[src/rtl/pixel_feeder_pkg.sv]
// Shared timing constants, RGB565 colours and state encodings for the pixel feeder.
package pixel_feeder_pkg;

  localparam int H_TOTAL   = 1056;
  localparam int V_TOTAL   = 628;
  localparam int H_VISIBLE = 800;
  localparam int V_VISIBLE = 600;
  localparam int POS_W     = 11;

  localparam logic [15:0] RGB565_BLACK   = 16'h0000;
  localparam logic [15:0] RGB565_MAGENTA = 16'hF81F;

  typedef enum logic [1:0] {
    ST_WAIT,
    ST_RUN,
    ST_FAULT
  } feed_state_t;

  // Registered choice of what drives pixel_out one cycle after stage 0.
  typedef enum logic [1:0] {
    PIX_BLACK,
    PIX_FIFO,
    PIX_FILL
  } pix_sel_t;

endpackage

[src/rtl/vga_position_counter.sv]
// Stage-0 raster position generator: cx runs across a line, cy steps once per line.
module vga_position_counter
  import pixel_feeder_pkg::*;
#(
  parameter int H_PERIOD = 1056,
  parameter int V_PERIOD = 628
) (
  input  logic             clk25,
  input  logic             rst,
  output logic [POS_W-1:0] cx,
  output logic [POS_W-1:0] cy,
  output logic             frame_end
);

  localparam logic [POS_W-1:0] H_LAST = POS_W'(H_PERIOD - 1);
  localparam logic [POS_W-1:0] V_LAST = POS_W'(V_PERIOD - 1);

  always_ff @(posedge clk25 or posedge rst) begin
    if (rst) begin
      cx <= '0;
      cy <= '0;
    end else if (cx == H_LAST) begin
      cx <= '0;
      cy <= (cy == V_LAST) ? '0 : cy + POS_W'(1);
    end else begin
      cx <= cx + POS_W'(1);
    end
  end

  assign frame_end = (cx == H_LAST) && (cy == V_LAST);

endmodule

[src/rtl/pixel_feeder.sv]
// Pulls RGB565 words from the line FIFO in step with the raster and fills
// starved frames with a marker colour until upstream has resynchronised.
module pixel_feeder
  import pixel_feeder_pkg::*;
#(
  parameter int          H_TOTAL          = pixel_feeder_pkg::H_TOTAL,
  parameter int          V_TOTAL          = pixel_feeder_pkg::V_TOTAL,
  parameter int          H_VISIBLE        = pixel_feeder_pkg::H_VISIBLE,
  parameter int          V_VISIBLE        = pixel_feeder_pkg::V_VISIBLE,
  parameter logic [15:0] UNDERFLOW_COLOUR = RGB565_MAGENTA,
  parameter int          COUNT_W          = 16
) (
  input  logic               clk25,
  input  logic               rst,
  input  logic [15:0]        fifo_data,
  input  logic               fifo_empty,
  output logic               fifo_rd_en,
  output logic [15:0]        pixel_out,
  output logic [POS_W-1:0]   pixel_x,
  output logic [POS_W-1:0]   pixel_y,
  output logic               line_request,
  output logic               resync_req,
  output logic [COUNT_W-1:0] underflow_count
);

  localparam logic [POS_W-1:0] H_VIS      = POS_W'(H_VISIBLE);
  localparam logic [POS_W-1:0] V_VIS      = POS_W'(V_VISIBLE);
  localparam logic [POS_W-1:0] H_VIS_LAST = POS_W'(H_VISIBLE - 1);
  localparam logic [POS_W-1:0] V_VIS_LAST = POS_W'(V_VISIBLE - 1);
  localparam logic [POS_W-1:0] V_LAST     = POS_W'(V_TOTAL - 1);

  logic [POS_W-1:0] cx, cy;
  logic             frame_end;
  logic             visible, last_visible, underflow;
  feed_state_t      state, next_state;
  logic             fault_hold, next_fault_hold;
  pix_sel_t         pix_sel, sel;

  vga_position_counter #(
    .H_PERIOD(H_TOTAL),
    .V_PERIOD(V_TOTAL)
  ) u_position (
    .clk25    (clk25),
    .rst      (rst),
    .cx       (cx),
    .cy       (cy),
    .frame_end(frame_end)
  );

  assign visible      = (cx < H_VIS) && (cy < V_VIS);
  assign last_visible = (cx == H_VIS_LAST) && (cy == V_VIS_LAST);
  assign underflow    = (state == ST_RUN) && visible && fifo_empty;

  always_ff @(posedge clk25 or posedge rst) begin
    if (rst) begin
      state      <= ST_WAIT;
      fault_hold <= 1'b0;
    end else begin
      state      <= next_state;
      fault_hold <= next_fault_hold;
    end
  end

  // Starving on the final visible pixel leaves nothing of that frame to blank,
  // so fault_hold makes FAULT skip one frame wrap and cover the whole next frame.
  always_comb begin
    next_state      = state;
    next_fault_hold = fault_hold;
    unique case (state)
      ST_WAIT:  if (frame_end && !fifo_empty) next_state = ST_RUN;
      ST_RUN: begin
        if (underflow) begin
          next_state      = ST_FAULT;
          next_fault_hold = last_visible;
        end
      end
      ST_FAULT: begin
        if (frame_end) begin
          if (fault_hold) next_fault_hold = 1'b0;
          else            next_state      = ST_WAIT;
        end
      end
      default:  next_state = ST_WAIT;
    endcase
  end

  always_comb begin
    fifo_rd_en   = 1'b0;
    resync_req   = 1'b0;
    pix_sel      = PIX_BLACK;
    line_request = (state != ST_FAULT) && (cx == H_VIS) &&
                   ((cy < V_VIS_LAST) || (cy == V_LAST));
    unique case (state)
      ST_RUN: begin
        fifo_rd_en = visible && !fifo_empty;
        resync_req = underflow;
        if (visible) pix_sel = fifo_empty ? PIX_FILL : PIX_FIFO;
      end
      ST_FAULT: if (visible) pix_sel = PIX_FILL;
      default:  pix_sel = PIX_BLACK;
    endcase
  end

  // The FIFO word arrives one cycle after the pop, so only the source select
  // is registered and pixel_out muxes the live fifo_data against it.
  always_ff @(posedge clk25 or posedge rst) begin
    if (rst) begin
      pixel_x         <= '0;
      pixel_y         <= '0;
      sel             <= PIX_BLACK;
      underflow_count <= '0;
    end else begin
      pixel_x <= cx;
      pixel_y <= cy;
      sel     <= pix_sel;
      if (underflow && (underflow_count != '1))
        underflow_count <= underflow_count + COUNT_W'(1);
    end
  end

  assign pixel_out = (sel == PIX_FIFO) ? fifo_data :
                     (sel == PIX_FILL) ? UNDERFLOW_COLOUR : RGB565_BLACK;

endmodule

[config.mk]
export PLATFORM = sky130hd
export DESIGN_NAME = pixel_feeder
export DESIGN_NICKNAME = d
export VERILOG_FILES = /design/src/rtl/pixel_feeder_pkg.sv /design/src/rtl/vga_position_counter.sv /design/src/rtl/pixel_feeder.sv
export SDC_FILE = /design/constraint.sdc
export NUM_CORES = 1
export LEC_CHECK = 0
export CORE_MARGIN = 2
export CORE_UTILIZATION = 41
export CTS_BUF_LIST = sky130_fd_sc_hd__clkbuf_2 sky130_fd_sc_hd__clkbuf_4 sky130_fd_sc_hd__clkbuf_8
export DETAILED_ROUTE_END_ITERATION = 6
export PLACE_DENSITY = 0.66
export SYNTH_ARGS = -nofsm -noshare
export SYNTH_HDL_FRONTEND = slang
export SYNTH_SLANG_ARGS = --single-unit
[constraint.sdc]
create_clock -name clk25 -period 2.9 [get_ports clk25]
set_input_delay 0.435 -clock clk25 [delete_from_list [all_inputs] [get_ports clk25]]
set_output_delay 0.435 -clock clk25 [all_outputs]
set_load 0.005 [all_outputs]
==> flow_summary.json <==
{
  "synthCells": 269,
  "cts_buffer_depth": 2,
  "die_w_um": 89.4,
  "outcome": "complete, no violations",
  "power_density_nw_per_um2": 401,
  "dpl-instance-area_um2": 3890,
  "p_sw_share_pct": 20.0,
  "coreArea_um2": 7180,
  "path_max_fanout": 5,
  "grt_pass1_vias": 2141,
  "overflow": 0,
  "drv_cap": 0,
  "worst_pin_slew_ps": 690,
  "seqPwrFrac_pct": 55.5,
  "hp-class": "flip-flop to flip-flop",
  "place_congestion": 0.803,
  "crit_path_start_kind": "flip-flop",
  "areaGrowthSynthToFinish_pct": 36.2,
  "irDropWorstVdd_mv": 0.247,
  "slew_viol_final": 0,
  "wl_per_cell_um": 13.6,
  "grt_setup_unrepaired": "yes",
  "clock_skew_ps": 8.01,
  "io_pins": 76,
  "critPathRequiredTime_ps": 2470,
  "worstPathArrival_ps": 2320,
  "worstSetupPathType": "flip-flop to primary output",
  "critPathCaptureType": "primary output",
  "synthTopCellsByArea": "dfrtp_1 (54%), xnor2_1 (5.3%), ha_1 (3.3%)",
  "yosys_warnings": 0,
  "synth_top_flop_cell": "dfrtp_1",
  "row_count": 31,
  "fin_cells": 455,
  "cts_tree": "yes",
  "multiInputGateArea_um2": 1280,
  "drtIter0Drc": 123,
  "diodes": 0,
  "leakage_nw": 1.86,
  "ys_types": 48,
  "p_int_mw": 1.31,
  "syn_area_per_cell_um2": 11.1,
  "num-nets-final": 381,
  "hpwl_mm": 4.42,
  "drc_errors": 0,
  "dp_cells": 442,
  "htree_levels": 3,
  "seq_area_um2": 1630,
  "clk_pin_slew_worst_paths_ps": 60,
  "final_cell_mix": "clkdlybuf4s50_1 (75), dfrtp_1 (65), xnor2_1 (18)",
  "postCtsHoldBufs": 0,
  "synth.ff_latch_count": 65,
  "p_switching_mw": 0.327,
  "finalCoreUtilization_pct": 56.8,
  "cts_sinks": 65,
  "timing.fmax_mhz": 363,
  "pwr-share-clk_pct": 41.6,
  "ys_seq_area_share_pct": 54.4,
  "synthArstFlopShare_pct": 100,
  "postRouteAntennaNets": 0,
  "gr-usage-all-layers_pct": 16.8,
  "synth_top_area_share_pct": 54.4,
  "start_util_pct": 41.7,
  "antenna_found_initial": 0,
  "final_common_cell": "clkdlybuf4s50_1",
  "grt_pass1_wl_mm": 10.1,
  "drtPass1Iterations": 4,
  "power_frac_comb_pct": 2.9,
  "cts-root-buf": "clkbuf_8",
  "drive_above_1_share_pct": 9.83,
  "io_buffers": 75,
  "synth_area_leader_cell": "dfrtp_1",
  "min_period_ps": 2750,
  "postCtsSetupBuffers": 0,
  "relSlewSlack_pct": 53.9,
  "synth_area_um2": 2990,
  "die_h_um": 89.4,
  "clk_latency_ps": 340,
  "cts_buffers": 9,
  "finalHoldViolations": 0,
  "finalSetupTns_ps": 0,
  "wirelength_mm": 6.20,
  "synth_edf_count": 0,
  "fill_cells": 624,
  "finalSetupViolCount": 0,
  "post_cts_resized": 0,
  "post_drt_via_cell_ratio": 5.08,
  "syn_nets": 296,
  "vias": 2310,
  "fin_crit_sh_pct": 94.9,
  "die-area_um2": 8000,
  "stdcell_area_um2": 4080,
  "grt_max_degree": 34
}
[worst max-delay path, stage by stage, from the launching register on]
cell and delay, ps:
dfrtp_1 400, inv_1 110, ha_2 220, inv_1 70
or4_1 500, nor2_1 150, clkdlybuf4s50_1 530
[final timing paths]
path,from,to,slack (ps),cells past startpoint
worst max-delay path,state[1]$_DFFE_PP0P_,resync_req,150,6
worst min register to register,u_position.cy[10]$_DFFE_PP0N_,pixel_y[10]$_DFF_PP0_,420,0
worst max register to register,u_position.cx[5]$_DFF_PP0_,u_position.cy[10]$_DFFE_PP0N_,490,6
worst min-delay path,u_position.cy[10]$_DFFE_PP0N_,pixel_y[10]$_DFF_PP0_,420,0
min in group asynchronous,rst,pixel_x[6]$_DFF_PP0_,530,2
max in group asynchronous,rst,pixel_y[8]$_DFF_PP0_,1770,3
[cell families (layout without fill, tap and decap cells)]
group           count (synthesis)  in the layout  share of synthesized area [%]
simple gates                  108            108                           20.6
flops                          65             65                           54.4
compound gates                 35             35                           9.08
xor+xnor                       28             28                           8.20
buf+inv                        22            109                           3.18
fa+ha+maj                       8              8                           3.35
mux                             3              3                           1.21
[power groups by stage]
stage	clock [mW]	sequential [mW]	combinational [mW]
2_1_floorplan	0	0.924	0.0139
3_3_place_gp	0	0.923	0.0484
3_5_place_dp	0	0.924	0.0491
4_1_cts	0.707	0.907	0.0491
5_1_grt	0.749	0.906	0.0532
6_report	0.681	0.907	0.0469
[cell type report]
class | instances | area share, %
clock buffers | 13 | 4.24
inverters | 14 | 1.29
multi-input cells | 182 | 31.5
flip-flops and latches | 65 | 39.9
well taps | 99 | 3.04
repair buffers | 82 | 20.0
[layer usage]
| layer | global-route usage [%] | wire, um | vias to the layer above |
|---|---|---|---|
| li1 | - | - | 1113 |
| met1 | 22.3 | 2860 | 1113 |
| met2 | 25.0 | 2790 | 75 |
| met3 | 5.45 | 413 | 9 |
| met4 | 8.01 | 129 | 0 |
| met5 | 0 | 0 | - |
[cell usage after synthesis (2+ instances only)]
master and number:
dfrtp_1 65, xnor2_1 18, nand3_1 17, nand2_1 16
nor2_1 15, inv_1 14, a21o_1 11, xor2_1 10
nand4_1 9, and2_1 8, ha_1 8, and3_1 7
nor3_1 7, and4_1 6, a21oi_1 5, clkbuf_1 4
a31oi_1 3, nor2_2 3, nor2b_1 3, o21ai_1 3
or4_1 3, nand2b_1 2, nor3_2 2, nor4_1 2
o21ai_0 2, o31ai_4 2, o41ai_1 2, or3_1 2
[flip-flops by register name, indices dropped and copies added (netlist names)]
register	flops
pixel_y	11
sel	2
fault_hold	1
u_position.cx	11
state	2
pixel_x	11
u_position.cy	11
underflow_count	16
[stage by stage]
| step | hold slack, ps | setup WS [ps] | power (mW) |
|---|---|---|---|
| floorplan | 352 | 744 | 0.938 |
| global placement | 390 | 250 | 0.972 |
| detailed placement | 404 | 256 | 0.973 |
| CTS | 418 | 94.6 | 1.66 |
| global route | 434 | -14.7 | 1.71 |
| finish | 417 | 148 | 1.63 |
Power figures use the tool's default switching activity.
